<file path="src/rtl/airfield_aircraft_responder.sv">
// Aircraft-side runway responder: sequences one departure through WAIT/ARM/ROLL/CLEAR.
// Optional lamp-code checker enabled by defining AIRFIELD_SIG_CHECK_EN.
module airfield_aircraft_responder #(
  parameter int ROLL_CYCLES     = 16,
  parameter int CLEAR_CYCLES    = 4,
  parameter int BOARD_PER_PLANE = 20
) (
  input  logic       clk,
  input  logic       rst_n,
  input  logic [2:0] led1,
  input  logic [2:0] led2,
  input  logic       board_pulse,
  input  logic       depart_req,
  output logic [5:0] passengers,
  output logic       airfield,
  output logic [2:0] state,
  output logic       grant_ack,
  output logic       sig_err
);

  localparam int CNT_MAX = (ROLL_CYCLES > CLEAR_CYCLES) ? ROLL_CYCLES : CLEAR_CYCLES;
  localparam int CNT_W   = $clog2(CNT_MAX + 1);

  localparam logic [CNT_W-1:0] ROLL_FULL  = CNT_W'(ROLL_CYCLES);
  localparam logic [CNT_W-1:0] ROLL_HALF  = CNT_W'(ROLL_CYCLES / 2);
  localparam logic [CNT_W-1:0] CLEAR_LOAD = CNT_W'(CLEAR_CYCLES);
  localparam logic [CNT_W-1:0] CNT_ONE    = CNT_W'(1);
  localparam logic [CNT_W-1:0] CNT_ZERO   = CNT_W'(0);
  localparam logic [6:0]       BOARD_DEC  = 7'(BOARD_PER_PLANE);

  typedef enum logic [2:0] {
    ST_IDLE  = 3'd0,
    ST_WAIT  = 3'd1,
    ST_ARM   = 3'd2,
    ST_ROLL  = 3'd3,
    ST_CLEAR = 3'd4
  } state_t;

  state_t           state_r, state_s;
  logic [CNT_W-1:0] cnt_r, cnt_s;
  logic [5:0]       pass_r, pass_s;
  logic             airfield_r, airfield_s;
  logic             grant_r, grant_s;
  logic             dec_s;
  logic             go1_s, expedite_s;
  logic [6:0]       sum_s, net_s;

  // Anything other than a clean green is red; only a clean yellow expedites.
  assign go1_s      = (led1 == 3'b001);
  assign expedite_s = (led2 == 3'b100);

  // Next-state, phase counter and departure pulses.
  always_comb begin
    state_s = state_r;
    cnt_s   = cnt_r;
    grant_s = 1'b0;
    dec_s   = 1'b0;
    case (state_r)
      ST_IDLE: begin
        if (depart_req) state_s = ST_WAIT;
        else            state_s = ST_IDLE;
      end
      ST_WAIT: begin
        if (!depart_req) state_s = ST_IDLE;
        else if (go1_s)  state_s = ST_ARM;
        else             state_s = ST_WAIT;
      end
      ST_ARM: begin
        if (!depart_req) begin
          state_s = ST_IDLE;
        end else if (go1_s) begin
          state_s = ST_ROLL;
          grant_s = 1'b1;
          if (expedite_s) cnt_s = ROLL_HALF;
          else            cnt_s = ROLL_FULL;
        end else begin
          state_s = ST_WAIT;
        end
      end
      ST_ROLL: begin
        // Lamps and request are deliberately ignored while on the runway.
        if (cnt_r <= CNT_ONE) begin
          state_s = ST_CLEAR;
          cnt_s   = CLEAR_LOAD;
        end else begin
          cnt_s = cnt_r - CNT_ONE;
        end
      end
      ST_CLEAR: begin
        if (cnt_r <= CNT_ONE) begin
          state_s = ST_IDLE;
          cnt_s   = CNT_ZERO;
          dec_s   = 1'b1;
        end else begin
          cnt_s = cnt_r - CNT_ONE;
        end
      end
      default: begin
        state_s = ST_IDLE;
        cnt_s   = CNT_ZERO;
      end
    endcase
    airfield_s = (state_s == ST_ROLL) || (state_s == ST_CLEAR);
  end

  // Passenger count: boarding and departure net out in one clamped update.
  always_comb begin
    sum_s = {1'b0, pass_r} + {6'd0, board_pulse};
    if (dec_s) begin
      if (sum_s < BOARD_DEC) net_s = 7'd0;
      else                   net_s = sum_s - BOARD_DEC;
    end else begin
      net_s = sum_s;
    end
    if (net_s > 7'd63) pass_s = 6'd63;
    else               pass_s = net_s[5:0];
  end

  // Registered state and outputs.
  always_ff @(posedge clk or negedge rst_n) begin
    if (!rst_n) begin
      state_r    <= ST_IDLE;
      cnt_r      <= CNT_ZERO;
      pass_r     <= 6'd0;
      airfield_r <= 1'b0;
      grant_r    <= 1'b0;
    end else begin
      state_r    <= state_s;
      cnt_r      <= cnt_s;
      pass_r     <= pass_s;
      airfield_r <= airfield_s;
      grant_r    <= grant_s;
    end
  end

`ifdef AIRFIELD_SIG_CHECK_EN
  function automatic logic is_one_hot(input logic [2:0] v);
    return (v == 3'b001) || (v == 3'b010) || (v == 3'b100);
  endfunction

  logic sig_err_r;

  // Sticky flag for any non-one-hot lamp code, sampled in every state.
  always_ff @(posedge clk or negedge rst_n) begin
    if (!rst_n) begin
      sig_err_r <= 1'b0;
    end else begin
      sig_err_r <= sig_err_r | ~is_one_hot(led1) | ~is_one_hot(led2);
    end
  end

  assign sig_err = sig_err_r;
`else
  assign sig_err = 1'b0;
`endif

  assign state      = state_r;
  assign passengers = pass_r;
  assign airfield   = airfield_r;
  assign grant_ack  = grant_r;

endmodule

</file>
<file path="config.mk">
export PLATFORM = sky130hd
export DESIGN_NAME = airfield_aircraft_responder
export DESIGN_NICKNAME = d
export VERILOG_FILES = /design/src/rtl/airfield_aircraft_responder.sv
export SDC_FILE = /design/constraint.sdc
export NUM_CORES = 1
export LEC_CHECK = 0
export CAP_MARGIN = 20
export CORE_MARGIN = 2
export CORE_UTILIZATION = 45
export DETAILED_ROUTE_END_ITERATION = 7
export GPL_ROUTABILITY_DRIVEN = 0
export PLACE_DENSITY = 0.74
export SYNTH_ARGS = -nofsm -noshare
export SYNTH_HDL_FRONTEND = slang
export SYNTH_SLANG_ARGS = --single-unit
export TNS_END_PERCENT = 10
</file>
<file path="constraint.sdc">
create_clock -name clk -period 1.93 [get_ports clk]
set_input_delay 0.2895 -clock clk [delete_from_list [all_inputs] [get_ports clk]]
set_output_delay 0.2895 -clock clk [all_outputs]
set_load 0.02 [all_outputs]
</file>
After elaboration in Yosys (flattened, before gate mapping)
Index checks and enable logic that the tools add are counted.

word-level totals
  word-level logic and storage cells = 48
  latch bits = 0
  memories = 0
  flip-flop bits (word level) = 16
  ROM bits = 0
  input bits = 10
  bits in writable memories = 0

cells by class
  shift operators = 0
  equal/unequal tests = 10
  multipliers = 0
  div/mod/pow operators = 0
  mux-type cells = 22
  bitwise logic cells = 1
  order comparisons = 3
  add/subtract/negate cells = 3
  reductions and logical operators = 4

operator list
  operator             number
  $mux 5               5
  $pmux 5 s4           1
  $pmux 3 s5           1
  $mux 7               2
  $eq 3x2->1 const B   3
  $eq 3x3->1 const B   3
  $mux 2               4
  $add 6x1->7          1
  $gt 7x6->1 const B   1
  $lt 7x5->1 const B   1
  $sub 7x5->7 const B  1
  $eq 3x1->1 const B   2
  $mux 1               6
  $mux 3               2
  $mux 6               1
  $le 5x1->1 const B   1
  $sub 5x1->5 const B  1
  $ne 2x2->1 const B   2
  $logic_not 3->1      1
  $reduce_and 3->1     1
  $reduce_or 2->1      1
  $logic_or 1x1->1     1
  $not 1->1            1

Longest topological paths before layout
  depth in word-level cells = 6
  depth in mapped cells = 7

Worst setup path after synthesis
Ideal clock, no wire load.

  path kind = reg-to-reg
  start = register pass_r[0], in the netlist passengers[0]
  end = register pass_r[2], in the netlist passengers[2]
  slack = -0.187 ns
  stages on the path, launching flop included = 7
  setup time = 0.126 ns
  period minus slack after synthesis = 2.117 ns
  arrival = 1.991 ns
  path buffers = 0
  cell sequence = dfrtp_1 -> ha_1 -> ha_1 -> or3_1 -> a311oi_2 -> nand2_2 -> a221o_1

on the way
  word-level cells in the longest chain between the ends = 6
  elaborated cells on any way between the ends = 7

ends and longest elaborated chain
  element                                           RTL line  RTL
  from (decl)                                       41        logic [5:0] pass_r, pass_s;
  from (signal assigned)                            130       pass_r <= pass_s;
  $add 6x1->7 *                                     108       sum_s = {1'b0, pass_r} + {6'd0, board_pulse};
  $sub 7x5->7 / $lt 7x5->1 (equally long branches)  111, 110
  $mux 7                                            110       if (sum_s < BOARD_DEC) net_s = 7'd0;
  $mux 7 *                                          109       if (dec_s) begin
  $gt 7x6->1                                        115       if (net_s > 7'd63) pass_s = 6'd63;
  $mux 6 *                                          115
  named net pass_s[2]                               41

The timed path passes the listed nets; every way through them passes the cells marked *.
A chain may end at the register's enable or synchronous reset.

Worst setup path after layout
Ends and elaborated chain as after synthesis.

==> impl_results.md <==
- Clk root buf: clkbuf_4
- First-pass GRT wire length: 4526 um
- Die width: 52.67 um
- Clk Latency, worst-skew pair: 0.28 ns
- Share of the synthesized area in the top cell type: 37.56%
- Rows: 17
- Clk_skew: 0.006482 ns
- I/O Buffers: 20
- Vias per std cell: roughly 5.7
- Max_cap viols: 0
- Hold Buf Count CTS: 0
- Critical path launch point type: register
- Post-Synth Simple-Gate Area: 20.77%
- Failing checks: negative setup slack
- Grt total ovfl: 0
- XOR/XNOR Fraction of Synth Area: 4.930%
- Pre-CTS setup slack: -0.3687 ns
- Global-route usage over all layers: 22.28%
- Final Hold Viols: 0
- CP arrival: 2.13 ns
- Least-Margin Pin Slew: 0.5124 ns
- Max-slew violations: 0
- CTS Buffer Depth: 2
- Overall Power: ~1.8 mW
- Peak supply drop: 919.7 uV
- Final #Nets: 172
- Internal power: 1.071 mW
- Initial core utilization: 47.73%
- Share of cells above drive strength 1: 28.21%
- Post-synth EDFFs: 0
- Unrepaired setup endpoints after global routing: true
- Starting DRT DRC Count: 28
- Synth Area in Compound Gates: 23.47%
- Placed wire-length estimate: 1922 um
- Die ar.: approximately 0.0028 sq mm
- Synth Area per Inst: roughly 9.4 sq um
- Count leader, synth: dfrtp_1
- DIE HEIGHT: 52.67 um
- Clock Pin Slew Worst Setup and Hold Paths: about 0.090 ns
- Fin crit share: 101.4%
- Clock share of power: 10.1%
- Ys async rst share: 100.0%
- Synth area leader: dfrtp_1
- Clock Sinks: 16
- Worst Setup Path Type: register to register
- Synth top area cells: dfrtp_1, ha_1, o21a_1
- Mux share of post-synthesis cell area: 2.934%
- Switching part of the total: 40.43%
- Largest family of logic cells by synthesized area: compound AO/OA/AOI/OAI gates
- CP Max Fanout: 4
- Worst setup margin: -0.02640 ns
- Cells after Synth: about 110
- Synth Register Bits: 16
- CTS H-tree depth: 1
- IO Count: 22
- Antenna violations before repair: 0
- FF-to-FF Start: passengers[0]
- Ys flop type: dfrtp_1
- Top cells by count, synth: dfrtp_1, a21oi_1, nand2_1, nor2_1
- Number of cells on the worst reg-to-reg path: 6
- Reg2reg setup slack: -0.03 ns
- Worst setup EP type: register
- Net switching power: between 0.7 and 0.8 mW
- Inserted Clock Buffers: 3
- Leakage power: 0.6890 nW
- Post-synth cell types: 41
- Cell Pwr Density: approximately 1100 mW/mm^2
- First-pass iteration count of the detailed router: 4
- Fmax: around 510 MHz
- Relative slew slack: 65.71%
- Power share of the combinational group: 57.8%
- Routed Wire Length: 2704 um
- Drt drc: 0
- Critical Path RT: roughly 2.1 ns
- R2R Path End: passengers[2]
- Core area: 0.002233 sq mm
- Final setup fails: 1
- Mapped Area: 0.001066 sq mm
- Syn Nets: ~130
- Final antenna-violating net count: 0
- Seq/Total Area, Yosys: 37.56%
- Vias: 1046
- Hold Crit Class: input pin to asynchronous set/reset pin
- Adder-cell share of the synthesized area: 5.869%
- Ant. Diodes: 0
- Yosys warns: 0
- Largest net degree at the start of global routing: 17
- Routed wire per std cell: about 15 um
- TritonCTS clock tree: yes
- Status: finished, violations left
- Vias in the first global route: 1053
- Flop pwr share: 32.1%
- Minimum clock period: 1.956 ns
- Layout area overhead: 49.30%
## cell families (layout without fill, tap and decap cells)
group	count (synthesis)	count (layout)
buffers and inverters	10	53
AOI/OAI and AO/OA	34	34
adders and majority gates	5	5
and+or+nand+nor	38	38
xor gates and xnor gates	6	6
DFF	16	16
muxes	3	3
other	1	1
## state kept, by name, summed over array words and instances, names as in the netlist
| register | count |
|---|---|
| passengers | 6 |
| grant_ack | 1 |
| airfield | 1 |
| cnt_r | 5 |
| state | 3 |
## area by class of cell
class                   count  area (sq um)
clock buffers               4         26.28
fillers                   163         641.9
inverters                   7         26.28
multi-input cells          87         734.5
flip-flops and latches     16         401.6
well taps                  28         35.03
repair buffers             42         367.9
## critical path, stage by stage, from the launching register on
cell and delay, ns:
dfrtp_2 0.44, ha_4 0.17, ha_4 0.18, or3_4 0.35, a311oi_4 0.26, nand2_2 0.10
a221o_1 0.34
## cells in the final DEF, fill, tap and decap left out, types with 3 or more instances in the layout
| cell type | Yosys | final |
|---|---|---|
| nor3b_1 | 4 | 3 |
| nor2_1 | 8 | 8 |
| buf_4 | 1 | 21 |
| nand3_1 | 4 | 3 |
| clkbuf_4 | 0 | 3 |
| dfrtp_1 | 16 | 15 |
| clkdlybuf4s50_1 | 0 | 19 |
| nand2b_1 | 3 | 3 |
| a21oi_1 | 8 | 8 |
| nand2_1 | 8 | 8 |
| o21ai_0 | 5 | 5 |
| o21a_1 | 7 | 7 |
| inv_1 | 7 | 7 |
## repair_timing
| action | CTS | global route |
|---|---|---|
| resized for setup | 5 | 8 |
| setup buffers | 7 | 1 |
| gates cloned | 0 | 0 |
| setup endpoints to repair | 5 | 6 |
| pin swaps | 8 | 8 |
## worst max path at each step
stage,from,to,slack (ns),cells after the start
floorplan,passengers[0],passengers[2],-0.01,7
global placement,board_pulse,passengers[2],-0.31,8
detailed placement,board_pulse,passengers[3],-0.37,9
CTS,passengers[0],passengers[2],-0.03,7
global route,passengers[0],passengers[2],-0.1,6
finish,passengers[0],passengers[2],-0.03,6
## routing by layer
metal	GRT usage (%)	up-vias	share of wire, %
li1	-	495	-
met1	24.86	524	42
met2	43.33	23	55
met3	1.714	4	1.9
met4	7.692	0	1.0
met5	0	-	0
## power groups by stage
stage | clock network, mW | registers (mW) | logic (mW)
6_report | 0.182 | 0.576 | 1.04
5_1_grt | 0.198 | 0.586 | 1.11
4_1_cts | 0.192 | 0.547 | 0.978
3_5_place_dp | 0 | 0.547 | 0.861
3_3_place_gp | 0 | 0.539 | 0.839
2_1_floorplan | 0 | 0.601 | 0.447
## through the flow
step | instances | hold slack [ns] | cell area, sq um | util [%] | setup TNS (ns)
2_1_floorplan | 113 | -0.006091 | 1107 | - | -0.01261
3_5_place_dp | 172 | 0.5376 | 1430 | 64.03 | -1.876
4_1_cts | 183 | 0.3092 | 1539 | 68.91 | -0.03349
5_1_grt | 184 | 0.3455 | 1592 | 71.26 | -0.1802
6_report | 184 | 0.3112 | 1592 | 71.26 | -0.02640
3_3_place_gp | 172 | 0.5148 | 1430 | 64.03 | -1.561
Note: power is estimated with default switching activity, not from simulation.
